## src/rtl/snn_core_param.sv

```systemverilog
// Two-layer binary-input spiking-style classifier core: a hidden MAC layer and an output MAC layer
// share one accumulator and one activation LUT, then an argmax picks the winning class.
module snn_core_param #(
  parameter int unsigned N_IN  = 784,
  parameter int unsigned N_HID = 32,
  parameter int unsigned N_OUT = 10,
  parameter int unsigned ACC_W = 26
) (
  input  logic                                   clk,
  input  logic                                   rst_n,
  input  logic                                   start,
  output logic                                   busy,
  output logic                                   done,
  output logic [$clog2(N_OUT)-1:0]               digit,
  output logic signed [7:0]                      max_val,
  output logic [$clog2(N_IN)-1:0]                in_addr,
  input  logic                                   in_bit,
  output logic [$clog2(N_HID)+$clog2(N_IN)-1:0]  hw_addr,
  input  logic signed [7:0]                      hw_q,
  output logic [$clog2(N_OUT)+$clog2(N_HID)-1:0] ow_addr,
  input  logic signed [7:0]                      ow_q,
  output logic [10:0]                            lut_addr,
  input  logic signed [7:0]                      lut_q
);

  localparam int unsigned IW = $clog2(N_IN);
  localparam int unsigned HW = $clog2(N_HID);
  localparam int unsigned OW = $clog2(N_OUT);
  localparam logic signed [ACC_W-1:0] SatHi = ACC_W'(1023);
  localparam logic signed [ACC_W-1:0] SatLo = ACC_W'(-1024);

  typedef enum logic [3:0] {
    StIdle, StHidMac, StHidDrain, StHidLut, StHidWr,
    StOutMac, StOutDrain, StOutLut, StOutCmp, StDone
  } state_e;

  state_e                  state_q;
  logic [IW-1:0]           i_q;
  logic [HW-1:0]           h_q;
  logic [HW-1:0]           j_q;
  logic [OW-1:0]           o_q;
  logic signed [ACC_W-1:0] acc_q;
  logic                    busy_q, done_q;
  logic [OW-1:0]           digit_q, best_idx_q;
  logic signed [7:0]       max_val_q, best_val_q;

  logic signed [7:0]       ram [N_HID];
  logic signed [7:0]       ram_rd_q;

  logic signed [7:0]       op1, op2;
  logic signed [15:0]      prod;
  logic signed [ACC_W-1:0] prod_ext;
  logic signed [ACC_W-1:0] sh;
  logic                    acc_en;

  assign busy     = busy_q;
  assign done     = done_q;
  assign digit    = digit_q;
  assign max_val  = max_val_q;
  assign in_addr  = i_q;
  assign hw_addr  = {h_q, i_q};
  assign ow_addr  = {o_q, j_q};

  // Memory data lags the address by one cycle, so index 0 of a MAC pass carries no product.
  always_comb begin
    op1    = 8'sd0;
    op2    = 8'sd0;
    acc_en = 1'b0;
    if (state_q == StHidMac || state_q == StHidDrain) begin
      op1    = in_bit ? 8'sd127 : 8'sd0;
      op2    = hw_q;
      acc_en = (state_q == StHidDrain) || (i_q != '0);
    end else if (state_q == StOutMac || state_q == StOutDrain) begin
      op1    = ram_rd_q;
      op2    = ow_q;
      acc_en = (state_q == StOutDrain) || (j_q != '0);
    end
    prod     = 16'(op1) * 16'(op2);
    prod_ext = ACC_W'(prod);
  end

  always_comb begin
    sh = acc_q >>> 7;
    if (sh > SatHi) begin
      lut_addr = 11'h7FF;
    end else if (sh < SatLo) begin
      lut_addr = 11'h000;
    end else begin
      lut_addr = {~sh[10], sh[9:0]};
    end
  end

  // Gated by rst_n so a reset landing on a write cycle cannot commit it.
  always_ff @(posedge clk) begin
    if (rst_n && state_q == StHidWr) begin
      ram[h_q] <= lut_q;
    end
    ram_rd_q <= ram[j_q];
  end

  always_ff @(posedge clk) begin
    if (!rst_n) begin
      state_q    <= StIdle;
      i_q        <= '0;
      h_q        <= '0;
      j_q        <= '0;
      o_q        <= '0;
      acc_q      <= '0;
      busy_q     <= 1'b0;
      done_q     <= 1'b0;
      digit_q    <= '0;
      max_val_q  <= 8'sd0;
      best_idx_q <= '0;
      best_val_q <= 8'sd0;
    end else begin
      done_q <= 1'b0;
      if (acc_en) begin
        acc_q <= acc_q + prod_ext;
      end
      case (state_q)
        StIdle: begin
          busy_q <= start;
          if (start) begin
            state_q <= StHidMac;
          end
        end
        StHidMac: begin
          if (i_q == IW'(N_IN - 1)) begin
            i_q     <= '0;
            state_q <= StHidDrain;
          end else begin
            i_q <= i_q + 1'b1;
          end
        end
        StHidDrain: state_q <= StHidLut;
        StHidLut:   state_q <= StHidWr;
        StHidWr: begin
          acc_q <= '0;
          if (h_q == HW'(N_HID - 1)) begin
            h_q     <= '0;
            state_q <= StOutMac;
          end else begin
            h_q     <= h_q + 1'b1;
            state_q <= StHidMac;
          end
        end
        StOutMac: begin
          if (j_q == HW'(N_HID - 1)) begin
            j_q     <= '0;
            state_q <= StOutDrain;
          end else begin
            j_q <= j_q + 1'b1;
          end
        end
        StOutDrain: state_q <= StOutLut;
        StOutLut:   state_q <= StOutCmp;
        StOutCmp: begin
          acc_q <= '0;
          // Strictly-greater keeps the lowest index on ties.
          if (o_q == '0 || lut_q > best_val_q) begin
            best_val_q <= lut_q;
            best_idx_q <= o_q;
          end
          if (o_q == OW'(N_OUT - 1)) begin
            o_q     <= '0;
            state_q <= StDone;
          end else begin
            o_q     <= o_q + 1'b1;
            state_q <= StOutMac;
          end
        end
        StDone: begin
          digit_q   <= best_idx_q;
          max_val_q <= best_val_q;
          done_q    <= 1'b1;
          state_q   <= StIdle;
        end
        default: state_q <= StIdle;
      endcase
    end
  end

endmodule

```

## config.mk

```make
export PLATFORM = sky130hd
export DESIGN_NAME = snn_core_param
export DESIGN_NICKNAME = d
export VERILOG_FILES = /design/src/rtl/snn_core_param.sv
export SDC_FILE = /design/constraint.sdc
export NUM_CORES = 1
export LEC_CHECK = 0
export CORE_MARGIN = 2
export CORE_UTILIZATION = 56
export DETAILED_ROUTE_END_ITERATION = 8
export PLACE_DENSITY = 0.75
export SLEW_MARGIN = 20
export SYNTH_ARGS = -nofsm -noshare
export SYNTH_HDL_FRONTEND = slang
export SYNTH_SLANG_ARGS = --single-unit
```

## constraint.sdc

```tcl
create_clock -name clk -period 10.3 [get_ports clk]
set_input_delay 2.06 -clock clk [delete_from_list [all_inputs] [get_ports clk]]
set_output_delay 2.06 -clock clk [all_outputs]
set_load 0.02 [all_outputs]
```

==> reports/metrics.yaml <==
ys_warn_count: 0
total_power_mw: 3.512
rsz0062_at_grt: "no"
core_area_um2: 32540
clock_skew_ns: 0.01118
critPathCaptureType: "flop"
critPathBufInv: 6
path_class: "in -> reg"
crit_path_max_incr_delay_ns: 0.56
syn_area_per_cell_um2: 13.12
dr.pass1.iters: 5
critPathSlowestCell: "fa_1"
fmax_mhz: 128.1
slew_headroom_pct: 28.89
layout_commonest_cell: "edfxtp_1"
cp_top_family: "adder cells"
grt_overflow: 0
via_count: 11420
irDropWorstVdd_mv: 0.1564
cts_tree: "built"
path_cells: "clkdlybuf4s50_1 > nand2b_1 > a21oi_1 > inv_1 > nor2_1 > fa_1 > inv_1 > fa_1 > inv_1 > fa_1 > fa_1 > inv_1 > fa_1 > inv_1 > ha_1 > o211ai_1 > o21a_1 > a211oi_1 > o21ai_0 > a21oi_1 > o21ai_0 > a32o_1"
post_cts_resized: 0
die_area_um2: 34500
place_congestion: 0.8736
maxCapViolations: 0
initial_core_util_pct: 56.86
rows: 66
path_clk_slew_ns: 0.05
setup_tns_ns: 0
clkLatencyLatePin_ns: 0.51
cp-start-kind: "primary input"
viasPerCell: 5.836
syn_inst: 1410
tightest_slew_ns: 1.065
met1_length_um: 17040
root_buffer: "clkbuf_16"
cts.sinks: 344
final_cell_mix: "256 x edfxtp_1, 133 x inv_1, 128 x nand2_1"
grt_pass1_vias: 11630
nFillCells: 2431
drt_iter0_markers: 991
postCtsHoldBufs: 0
yosysUniqueCellTypes: 57
antenna_found_initial: 1
die_y_um: 185.8
wl_met2_um: 19970
synth_area_um2: 18500
ant_nets: 0
power_density_nw_per_um2: 167.6
synthFlopType: "edfxtp_1"
drive_gt1_share_pct: 11.90
fin_ws_ns: 2.495
grt_pass1_wl_um: 65610
ys_seq_area_share_pct: 51.08
track_usage_pct: 24.98
cts_max_level: 2
leakagePower_nw: 7.747
grt_max_degree: 53
cts_max_path_buffers: 3
holdWs_ns: 0.4534
finalNonFillerCells: 1956
final_max_slew_viol_count: 0
numCtsBuffers: 35
status: "finished clean"
cts_setup_buffers: 0
setup_violations: 0
period_share_pct: 75.78
portBuffers: 86
wl_per_cell_um: 20.91
dp_hpwl_um: 27480
drc: 0
placed_cells: 1892
final_hold_viol_count: 0
top_layer: "met4"
post-place-ws_ns: 2.086
async_reset_ff_share_pct: 0
fin_nets: 1703
worst_ep_arrival_time_ns: 8.20
boundaryPins: 87
routed-wl-met3_um: 3023
die_w_um: 185.8
path_max_fanout: 12
syn-num-nets: 1626
hp-class: "reg -> reg"
synth-edff-count: 256
drt_wl_total_um: 40900
synthToLayoutAreaGrowth_pct: 13.26
synth_seq_cells: 344
min_period_ns: 7.805
crit_required_ns: 10.69
cells in the mapped netlist, drive strengths merged (3+ instances only):
cell / instances / share of area [%]
inv: 133 / 2.7
edfxtp: 256 / 42
nor3: 14 / 0.38
nand4b: 4 / 0.19
xnor2: 15 / 0.71
a21oi: 82 / 2.2
fa: 112 / 12
nand3: 41 / 1.1
nand2b: 8 / 0.27
nand2: 128 / 2.6
mux2i: 7 / 0.38
a211oi: 6 / 0.27
o211ai: 5 / 0.20
o31a: 3 / 0.14
nand4: 10 / 0.34
mux4: 80 / 9.7
mux2: 14 / 0.85
nor3b: 5 / 0.23
buf: 33 / 1.1
a211o: 3 / 0.14
dfxtp: 88 / 9.5
nor2: 103 / 2.1
o21a: 13 / 0.53
or3: 5 / 0.17
xor2: 15 / 0.71
nor2b: 6 / 0.20
a21o: 9 / 0.37
and2: 8 / 0.27
clkbuf: 35 / 0.72
and3: 13 / 0.44
ha: 76 / 5.1
o21ai: 45 / 1.2
nor4b: 3 / 0.14
nor4: 9 / 0.30
final cells by class:
class / instances / area [um^2] / area share, %
timing repair buffer: 108 / 1026 / 4.897
clock inverter: 21 / 222.7 / 1.063
multi-input combinational: 865 / 8249 / 39.37
antenna: 1 / 2.502 / 0.01194
sequential: 344 / 9454 / 45.12
tap: 442 / 553.0 / 2.640
clock buffer: 42 / 944.7 / 4.509
inverter: 133 / 499.2 / 2.383
power by group:
part	switching, mW	leakage [nW]	internal, mW
clock	0.528	0.557	0.759
combinational	0.417	4.18	0.277
sequential	0.0287	3.01	1.50
worst paths after layout:
| path | start | endpoint | slack, ns | cells after the start |
|---|---|---|---|---|
| worst max-delay path | in_bit | acc_q[25] | 2.50 | 22 |
| worst min-delay path | digit[2] | digit[2] | 0.45 | 2 |
| worst max register to register | state_q[0] | acc_q[25] | 3.32 | 22 |
| worst min register to register | digit[2] | digit[2] | 0.45 | 2 |
flip-flops by register name, indices dropped and copies added, names as in the netlist, 4 cells and up:
| name | cells |
|---|---|
| j_q | 5 |
| h_q | 5 |
| ram_rd_q | 8 |
| best_val_q | 8 |
| best_idx_q | 4 |
| state_q | 4 |
| in_addr | 10 |
| digit | 4 |
| acc_q | 26 |
| o_q | 4 |
| ram | 256 |
| max_val | 8 |
cells by family after synthesis:
group                    after synthesis  share of synthesized area [%]
AND/OR/NAND/NOR                      365                          9.063
flip-flops                           344                          51.08
buffers and inverters                201                          4.471
adder cells (fa/ha/maj)              188                          17.26
AO/OA/AOI/OAI                        181                          5.736
multiplexers                         101                          10.97
XOR/XNOR                              30                          1.420
worst min-delay path: stages, from the launching register on:
cell and delay [ns]:
dfxtp_1 0.30, nand2_1 0.05, a21oi_1 0.05
routing by layer:
layer,GRT usage [%],vias to the layer above
met1,35.05,5755
met4,5.858,0
met2,41.01,418
met3,4.559,66
li1,-,5177
met5,0,-
metrics by stage:
step                instance area (um^2)  utilization (%)
floorplan                          18500                -
global placement                   19780            60.78
detailed placement                 19780            60.78
CTS                                20940            64.37
global route                       20950            64.39
finish                             20950            64.39
Note: power is estimated with default switching activity, not from simulation.
